==> config.mk <==
export PLATFORM = sky130hd
export DESIGN_NAME = isa_control_fsm
export DESIGN_NICKNAME = d
export VERILOG_FILES = /design/src/rtl/isa_control_fsm.sv
export SDC_FILE = /design/constraint.sdc
export NUM_CORES = 1
export LEC_CHECK = 0
export CORE_MARGIN = 4
export CORE_UTILIZATION = 45
export DETAILED_ROUTE_END_ITERATION = 16
export PLACE_DENSITY = 0.83
export SYNTH_ARGS = -nofsm -noshare
export SYNTH_HDL_FRONTEND = slang
export SYNTH_SLANG_ARGS = --single-unit
==> constraint.sdc <==
create_clock -name clk -period 2.2 [get_ports clk]
set_input_delay 0.44 -clock clk [delete_from_list [all_inputs] [get_ports clk]]
set_output_delay 0.44 -clock clk [all_outputs]
set_load 0.01 [all_outputs]
==> src/rtl/isa_control_fsm.sv <==
// -----------------------------------------------------------------------------
// isa_control_fsm
// Multi-cycle RV32I-style control sequencer (Moore machine). It walks each
// instruction through fetch, decode, execute, memory and write-back, and
// drives the datapath selects and strobes for the current state. Memory
// accesses stall on mem_ready. An unsupported opcode parks the machine in
// TRAP with a sticky illegal flag until reset.
//
// Ports
//   clk         rising-edge clock
//   reset       asynchronous, active-high reset (forces FETCH, kills strobes)
//   opcode      instruction[6:0] from the instruction register
//   mem_ready   memory handshake; an access completes in the cycle it is 1
//   alu_op      ALU decoder class select
//   alu_src_a   00 PC, 01 old PC, 10 rs1, 11 zero
//   alu_src_b   00 rs2, 01 immediate, 10 constant 4
//   result_src  00 ALU-out register, 01 memory data, 10 ALU result direct
//   adr_src     memory address select: 0 PC, 1 result bus
//   ir_write    latch instruction and old PC
//   pc_update   PC <- result bus
//   reg_write   register-file write strobe
//   mem_write   data-memory write strobe
//   branch      datapath updates PC iff its branch condition holds
//   illegal     sticky unsupported-opcode flag
// -----------------------------------------------------------------------------
module isa_control_fsm (
    input  logic       clk,
    input  logic       reset,
    input  logic [6:0] opcode,
    input  logic       mem_ready,
    output logic [1:0] alu_op,
    output logic [1:0] alu_src_a,
    output logic [1:0] alu_src_b,
    output logic [1:0] result_src,
    output logic       adr_src,
    output logic       ir_write,
    output logic       pc_update,
    output logic       reg_write,
    output logic       mem_write,
    output logic       branch,
    output logic       illegal
);

    // ALU decoder classes
    localparam logic [1:0] ALU_OP__MEMORY_ACCESS      = 2'b00;
    localparam logic [1:0] ALU_OP__BRANCH             = 2'b01;
    localparam logic [1:0] ALU_OP__REGISTER_OPERATION = 2'b10;
    localparam logic [1:0] ALU_OP__UNSET              = 2'b11;

    // Operand A selects
    localparam logic [1:0] SRC_A_PC     = 2'b00;
    localparam logic [1:0] SRC_A_OLD_PC = 2'b01;
    localparam logic [1:0] SRC_A_RS1    = 2'b10;
    localparam logic [1:0] SRC_A_ZERO   = 2'b11;

    // Operand B selects
    localparam logic [1:0] SRC_B_RS2  = 2'b00;
    localparam logic [1:0] SRC_B_IMM  = 2'b01;
    localparam logic [1:0] SRC_B_FOUR = 2'b10;

    // Result bus selects
    localparam logic [1:0] RES_ALU_OUT = 2'b00;
    localparam logic [1:0] RES_MEM     = 2'b01;
    localparam logic [1:0] RES_ALU     = 2'b10;

    // Supported opcodes
    localparam logic [6:0] OPC_LOAD   = 7'b0000011;
    localparam logic [6:0] OPC_STORE  = 7'b0100011;
    localparam logic [6:0] OPC_RTYPE  = 7'b0110011;
    localparam logic [6:0] OPC_ITYPE  = 7'b0010011;
    localparam logic [6:0] OPC_BRANCH = 7'b1100011;
    localparam logic [6:0] OPC_JAL    = 7'b1101111;
    localparam logic [6:0] OPC_JALR   = 7'b1100111;
    localparam logic [6:0] OPC_LUI    = 7'b0110111;
    localparam logic [6:0] OPC_AUIPC  = 7'b0010111;

    // State encodings
    localparam logic [3:0] S_FETCH     = 4'd0;
    localparam logic [3:0] S_DECODE    = 4'd1;
    localparam logic [3:0] S_MEMADR    = 4'd2;
    localparam logic [3:0] S_MEMREAD   = 4'd3;
    localparam logic [3:0] S_MEMWB     = 4'd4;
    localparam logic [3:0] S_MEMWRITE  = 4'd5;
    localparam logic [3:0] S_EXECUTER  = 4'd6;
    localparam logic [3:0] S_EXECUTEI  = 4'd7;
    localparam logic [3:0] S_LUI       = 4'd8;
    localparam logic [3:0] S_ALUWB     = 4'd9;
    localparam logic [3:0] S_BRANCH    = 4'd10;
    localparam logic [3:0] S_JAL       = 4'd11;
    localparam logic [3:0] S_JALR      = 4'd12;
    localparam logic [3:0] S_JALR_LINK = 4'd13;
    localparam logic [3:0] S_TRAP      = 4'd14;

    logic [3:0] state;
    logic [3:0] state_next;

    // Raw strobes before reset gating
    logic ir_write_raw;
    logic pc_update_raw;
    logic reg_write_raw;
    logic mem_write_raw;
    logic branch_raw;

    always_ff @(posedge clk or posedge reset) begin
        if (reset) begin
            state <= S_FETCH;
        end else begin
            state <= state_next;
        end
    end

    // Next-state logic
    always_comb begin
        state_next = state;
        unique case (state)
            S_FETCH: begin
                if (mem_ready) begin
                    state_next = S_DECODE;
                end
            end
            S_DECODE: begin
                unique case (opcode)
                    OPC_LOAD,
                    OPC_STORE:  state_next = S_MEMADR;
                    OPC_RTYPE:  state_next = S_EXECUTER;
                    OPC_ITYPE:  state_next = S_EXECUTEI;
                    OPC_BRANCH: state_next = S_BRANCH;
                    OPC_JAL:    state_next = S_JAL;
                    OPC_JALR:   state_next = S_JALR;
                    OPC_LUI:    state_next = S_LUI;
                    OPC_AUIPC:  state_next = S_ALUWB;
                    default:    state_next = S_TRAP;
                endcase
            end
            // opcode[5] separates store (0100011) from load (0000011)
            S_MEMADR:    state_next = opcode[5] ? S_MEMWRITE : S_MEMREAD;
            S_MEMREAD: begin
                if (mem_ready) begin
                    state_next = S_MEMWB;
                end
            end
            S_MEMWB:     state_next = S_FETCH;
            S_MEMWRITE: begin
                if (mem_ready) begin
                    state_next = S_FETCH;
                end
            end
            S_EXECUTER:  state_next = S_ALUWB;
            S_EXECUTEI:  state_next = S_ALUWB;
            S_LUI:       state_next = S_ALUWB;
            S_ALUWB:     state_next = S_FETCH;
            S_BRANCH:    state_next = S_FETCH;
            S_JAL:       state_next = S_ALUWB;
            S_JALR:      state_next = S_JALR_LINK;
            S_JALR_LINK: state_next = S_ALUWB;
            S_TRAP:      state_next = S_TRAP;
            default:     state_next = S_TRAP;
        endcase
    end

    // Moore output decode; only FETCH looks at mem_ready
    always_comb begin
        alu_op        = ALU_OP__MEMORY_ACCESS;
        alu_src_a     = SRC_A_PC;
        alu_src_b     = SRC_B_RS2;
        result_src    = RES_ALU_OUT;
        adr_src       = 1'b0;
        ir_write_raw  = 1'b0;
        pc_update_raw = 1'b0;
        reg_write_raw = 1'b0;
        mem_write_raw = 1'b0;
        branch_raw    = 1'b0;
        unique case (state)
            S_FETCH: begin
                adr_src       = 1'b0;
                alu_src_a     = SRC_A_PC;
                alu_src_b     = SRC_B_FOUR;
                result_src    = RES_ALU;
                ir_write_raw  = mem_ready;
                pc_update_raw = mem_ready;
            end
            S_DECODE: begin
                // Precompute branch / JAL target into the ALU-out register
                alu_src_a = SRC_A_OLD_PC;
                alu_src_b = SRC_B_IMM;
            end
            S_MEMADR: begin
                alu_src_a = SRC_A_RS1;
                alu_src_b = SRC_B_IMM;
            end
            S_MEMREAD: begin
                adr_src    = 1'b1;
                result_src = RES_ALU_OUT;
            end
            S_MEMWB: begin
                result_src    = RES_MEM;
                reg_write_raw = 1'b1;
            end
            S_MEMWRITE: begin
                adr_src       = 1'b1;
                result_src    = RES_ALU_OUT;
                mem_write_raw = 1'b1;
            end
            S_EXECUTER: begin
                alu_src_a = SRC_A_RS1;
                alu_src_b = SRC_B_RS2;
                alu_op    = ALU_OP__REGISTER_OPERATION;
            end
            S_EXECUTEI: begin
                alu_src_a = SRC_A_RS1;
                alu_src_b = SRC_B_IMM;
                alu_op    = ALU_OP__UNSET;
            end
            S_LUI: begin
                alu_src_a = SRC_A_ZERO;
                alu_src_b = SRC_B_IMM;
            end
            S_ALUWB: begin
                result_src    = RES_ALU_OUT;
                reg_write_raw = 1'b1;
            end
            S_BRANCH: begin
                alu_src_a  = SRC_A_RS1;
                alu_src_b  = SRC_B_RS2;
                alu_op     = ALU_OP__BRANCH;
                result_src = RES_ALU_OUT;
                branch_raw = 1'b1;
            end
            S_JAL: begin
                // PC <- target held from DECODE; old PC + 4 computed for link
                alu_src_a     = SRC_A_OLD_PC;
                alu_src_b     = SRC_B_FOUR;
                result_src    = RES_ALU_OUT;
                pc_update_raw = 1'b1;
            end
            S_JALR: begin
                alu_src_a     = SRC_A_RS1;
                alu_src_b     = SRC_B_IMM;
                result_src    = RES_ALU;
                pc_update_raw = 1'b1;
            end
            S_JALR_LINK: begin
                alu_src_a = SRC_A_OLD_PC;
                alu_src_b = SRC_B_FOUR;
            end
            S_TRAP: begin
                // All selects and strobes stay at their idle values
            end
            default: begin
            end
        endcase
    end

    // Strobes are gated combinationally so they drop the instant reset
    // rises, without waiting for the state register to settle.
    assign ir_write  = ir_write_raw  & ~reset;
    assign pc_update = pc_update_raw & ~reset;
    assign reg_write = reg_write_raw & ~reset;
    assign mem_write = mem_write_raw & ~reset;
    assign branch    = branch_raw    & ~reset;
    assign illegal   = (state == S_TRAP) & ~reset;

endmodule

== After elaboration in Yosys (flattened, before gate mapping) ==
Index checks and enable logic that the tools add are counted.

* Eq/ne operators: 26
* Bitwise logic cells: 7
* Mux-type cells: 16
* Reduce and logical (&&, ||, !) cells: 13

{| class="wikitable"
|+ Operator list
! operator !! count
|-
| $pmux W4 S8 || 2
|-
| $eq A4 B4 Y1 const B || 7
|-
| $eq A7 B6 Y1 const B || 3
|-
| $eq A7 B7 Y1 const B || 3
|-
| $eq A4 B3 Y1 const B || 4
|-
| $reduce_or A5 Y1 || 3
|-
| $eq A7 B5 Y1 const B || 2
|-
| $mux W4 || 3
|-
| $pmux W2 S3 || 2
|-
| $reduce_or A2 Y1 || 5
|-
| $reduce_or A3 Y1 || 3
|-
| $eq A4 B2 Y1 const B || 2
|-
| $pmux W2 S2 || 2
|-
| $eq A7 B2 Y1 const B || 1
|-
| $and A1 B1 Y1 || 6
|-
| $ne A2 B2 Y1 const B || 3
|-
| $mux W1 || 5
|-
| $eq A4 B1 Y1 const B || 1
|-
| $logic_not A4 Y1 || 1
|-
| $mux W3 || 1
|-
| $reduce_and A3 Y1 || 1
|-
| $pmux W1 S2 || 1
|-
| $not A1 Y1 || 1
|}

* Output and inout port bits: 15
* Bits of input ports: 10
* Bits in registers: 4

== Logic depth before layout (Yosys ltp) ==
* Depth after elaboration: 4
* Mapped depth: 6
* Depth with buffers taken out: 4

== Worst setup path before layout ==
Ideal clock, no wire load.

* Path type: register to output
* From: register state[2]
* To: output port pc_update
* Stages on the path, launching flop included: 6
* Path buffers: 1
* Data required time: 1.760 ns
* Path slack: 0.507 ns
* Data arrival time: 1.253 ns
* Path through: dfrtp_1 -> buf_2 -> nor2_1 -> nand2_1 -> a211o_1 -> a21oi_1

* Word-level cells in the longest chain between the ends: 4
* Elaborated cells on any way between the ends: 6
* Those cells by class: eq/ne: 2; mux: 1; bitwise: 1; reduce/logical: 2

{| class="wikitable"
|+ Ends and longest elaborated chain
! what !! line !! RTL
|-
| start, declared || 94 || <nowiki>logic [3:0] state;</nowiki>
|-
| start signal, assigned || 108 || <nowiki>state <= state_next;</nowiki>
|-
| $eq A4 B4 Y1 || 173 || <nowiki>unique case (state)</nowiki>
|-
| $reduce_or A2 Y1 (no line) || -- ||
|-
| $pmux W1 S2 (*) || 173 ||
|-
| $and A1 B1 Y1 (*) || 257 || <nowiki>assign pc_update = pc_update_raw & ~reset;</nowiki>
|-
| end, declared || 37 || <nowiki>output logic pc_update,</nowiki>
|}

Mark *: on every way between the ends. The rest lies on a longest branch, timed or not.

== Final worst setup path ==
* From: input port mem_ready
* To: output port pc_update

* Word-level cells in the longest chain between the ends: 2

{| class="wikitable"
|+ Ends and longest elaborated chain
! what !! line !! RTL
|-
| start, declared || 30 || <nowiki>input logic mem_ready,</nowiki>
|-
| $pmux W1 S2 || 173 ||
|-
| $and A1 B1 Y1 || 257 ||
|}

Every way passes these cells.

==> results.json <==
{
  "ys_async_sr_fraction_pct": 100.0,
  "cts-root-buf": "clkbuf_4",
  "netlist.area_leader.share_pct": 15.97,
  "period_needed_ns": 2.132,
  "ant_nets": 0,
  "netlist_area_um2": 626.9,
  "leakagePower_nw": 0.4868,
  "num_rows": 13,
  "top_regs": "state x4",
  "cts_tree": "done",
  "startpoint_type": "primary input",
  "start_util_pct": 48.17,
  "nets": 136,
  "gr-total-overflow": 0,
  "peakVddDrop_mv": 0.6069,
  "drc": 0,
  "synthCells": 90,
  "cp_top_family": "buffers and inverters",
  "finalHoldViolCount": 0,
  "final-setup-viol-count": 0,
  "setup_slack_ns": 0.06796,
  "max_stage_delay_ns": 0.48,
  "clk_pin_slew_worst_paths_ns": 0.04,
  "wl_per_cell_um": 14.61,
  "min_path_type": "primary input to asynchronous set/reset pin",
  "ys_ff_latch": 4,
  "max-cap-violations": 0,
  "syn_avg_cell_area_um2": 6.965,
  "synth_top_area_cell": "dfrtp_1",
  "setup.worst_path.end_class": "primary output",
  "num_vias": 836,
  "numClockSinks": 4,
  "syn_nets": 100,
  "ys_top_cells_by_area": "dfrtp_1 16%, nor2_1 6.6%, a21oi_1 5.6%",
  "dp_slack_ns": -0.2271,
  "p_total_w": 0.001275,
  "ys.flop_type": "dfrtp_1",
  "cts_buffers": 3,
  "cpMaxStageDelayCell": "clkdlybuf4s50_1",
  "grt_pass1_wl_um": 3291,
  "seq_area_frac_synth_pct": 15.97,
  "first_iter_violations": 20,
  "die_x_um": 45.32,
  "clock_path_buffers": 2,
  "antenna_found_initial": 0,
  "rsz0062_at_grt": "no",
  "dp_hpwl_um": 1512,
  "synth_edf_count": 0,
  "htreeDepth": 1,
  "fp.dieH_um": 45.32,
  "firstDrtPassIters": 4,
  "worst_slew_pin_slew_ns": 0.4123,
  "skew_ns": 0.0004335,
  "critPathRequiredTime_ns": 1.76,
  "relSlewSlack_pct": 71.80,
  "grt_util_met1_pct": 23.08,
  "antennaDiodeCount": 0,
  "finalWirelength_um": 2031,
  "via_per_inst": 6.014,
  "grt_max_degree": 11,
  "yosysWarnings": 0,
  "grt_pass1_vias": 785,
  "setup_tns_ns": 0,
  "maxSlewViolCount": 0,
  "regMostFlops": "state",
  "fmax_ghz": 0.4690,
  "min_period_over_period_pct": 96.91,
  "cp_max_fo": 2,
  "numPortBuffers": 24,
  "layout_common_cells": "15 x buf_4, 11 x clkdlybuf4s50_1, 10 x nor2_1",
  "largest_reg_flops": 4,
  "ioPinCount": 25,
  "synth_cell_types": 36,
  "grt.total_usage_pct": 22.17,
  "path_class": "primary input to primary output",
  "crit_buf_inv": 2,
  "die_area_um2": 2054,
  "place_congestion": 0.8520,
  "top_usage_layer": "met2",
  "powerDensity_nw_per_um2": 1298,
  "hold_buffers": 0,
  "drive_gt1_share_pct": 19.35,
  "path_cells": "clkdlybuf4s50_1 > nand2_1 > a211o_1 > a21oi_1 > clkdlybuf4s15_1",
  "final_common_cell": "buf_4",
  "arrival_ns": 1.69,
  "grt_util_met3_pct": 3.187,
  "gr-usage-met2_pct": 40.68,
  "coreArea_um2": 1301,
  "status": "finished clean",
  "area_growth_pct": 56.69,
  "clock_latency_ns": 0.24
}
==> report_power, final <==
group / internal (W) / switching (W)
combinational: 0.000495 / 0.000502
clock: 0.0000615 / 0.0000373
sequential: 0.000114 / 0.0000660
total: 0.000670 / 0.000605
==> layout make-up <==
| cell class | count | area (um2) |
|---|---|---|
| clock buffer | 3 | 22.52 |
| fill | 106 | 319.1 |
| inverter | 3 | 11.26 |
| multi-input combinational | 75 | 476.7 |
| sequential | 4 | 102.6 |
| tap | 15 | 18.77 |
| timing repair buffer | 39 | 350.3 |
==> metal layers <==
| metal | vias up | part of all wire [%] |
|---|---|---|
| met3 | 8 | 5.5 |
| li1 | 404 | - |
| met4 | 0 | 4.2 |
| met2 | 36 | 50 |
| met5 | - | 0 |
| met1 | 388 | 40 |
==> worst register-to-register path, delay by kind of cell, from the launching register on <==
family | cells | cell delay (ns)
AO/OA/AOI/OAI | 2 | 0.49
flip-flops | 1 | 0.47
buffers and inverters | 1 | 0.21
AND/OR/NAND/NOR | 1 | 0.31
==> synth_stat cells (2+ instances only) <==
cell and instances:
nor4_1 4, o21ai_0 6, nand2_1 7, o31ai_1 2
inv_1 3, and3_1 2, mux2i_1 3, nand2b_1 2
nor2_1 11, a21oi_1 7, dfrtp_1 4, nor3_1 6
buf_2 6, nand2b_4 2, nor2b_1 3, nand3_1 2
==> per-stage QoR <==
step           instance area [um2]  cells  util (%)  hold WS [ns]
3_5_place_dp                 934.6    134     71.83        0.6706
2_1_floorplan                626.9     90         -        0.2114
3_3_place_gp                 934.6    134     71.83        0.6464
5_1_grt                      982.2    139     75.48        0.4663
4_1_cts                      969.7    139     74.52        0.4184
6_report                     982.2    139     75.48        0.4200
==> logic make-up after synthesis <==
kind of cell	after synthesis	share of synthesized area, %
flops	4	15.97
compound gates	24	25.15
buf+inv	11	9.581
mux	3	4.791
xor+xnor	2	2.795
simple gates	46	41.72
==> worst paths after layout <==
kind	startpoint	endpoint	slack, ns	cells after the start
max	mem_ready	pc_update	0.07	5
min	reset	state[0]	0.42	3
max reg2reg	state[1]	state[1]	0.61	4
min reg2reg	state[2]	state[2]	0.72	2
max in group asynchronous	reset	state[3]	1.67	3
min in group clk	state[2]	state[2]	0.72	2
==> timing repair <==
item,in CTS,in global routing
buffers inserted,2,0
gates cloned,0,0
setup endpoints to repair,11,5
resized for setup,14,6
hold endpoints to repair,0,0
Power figures use the tool's default switching activity.
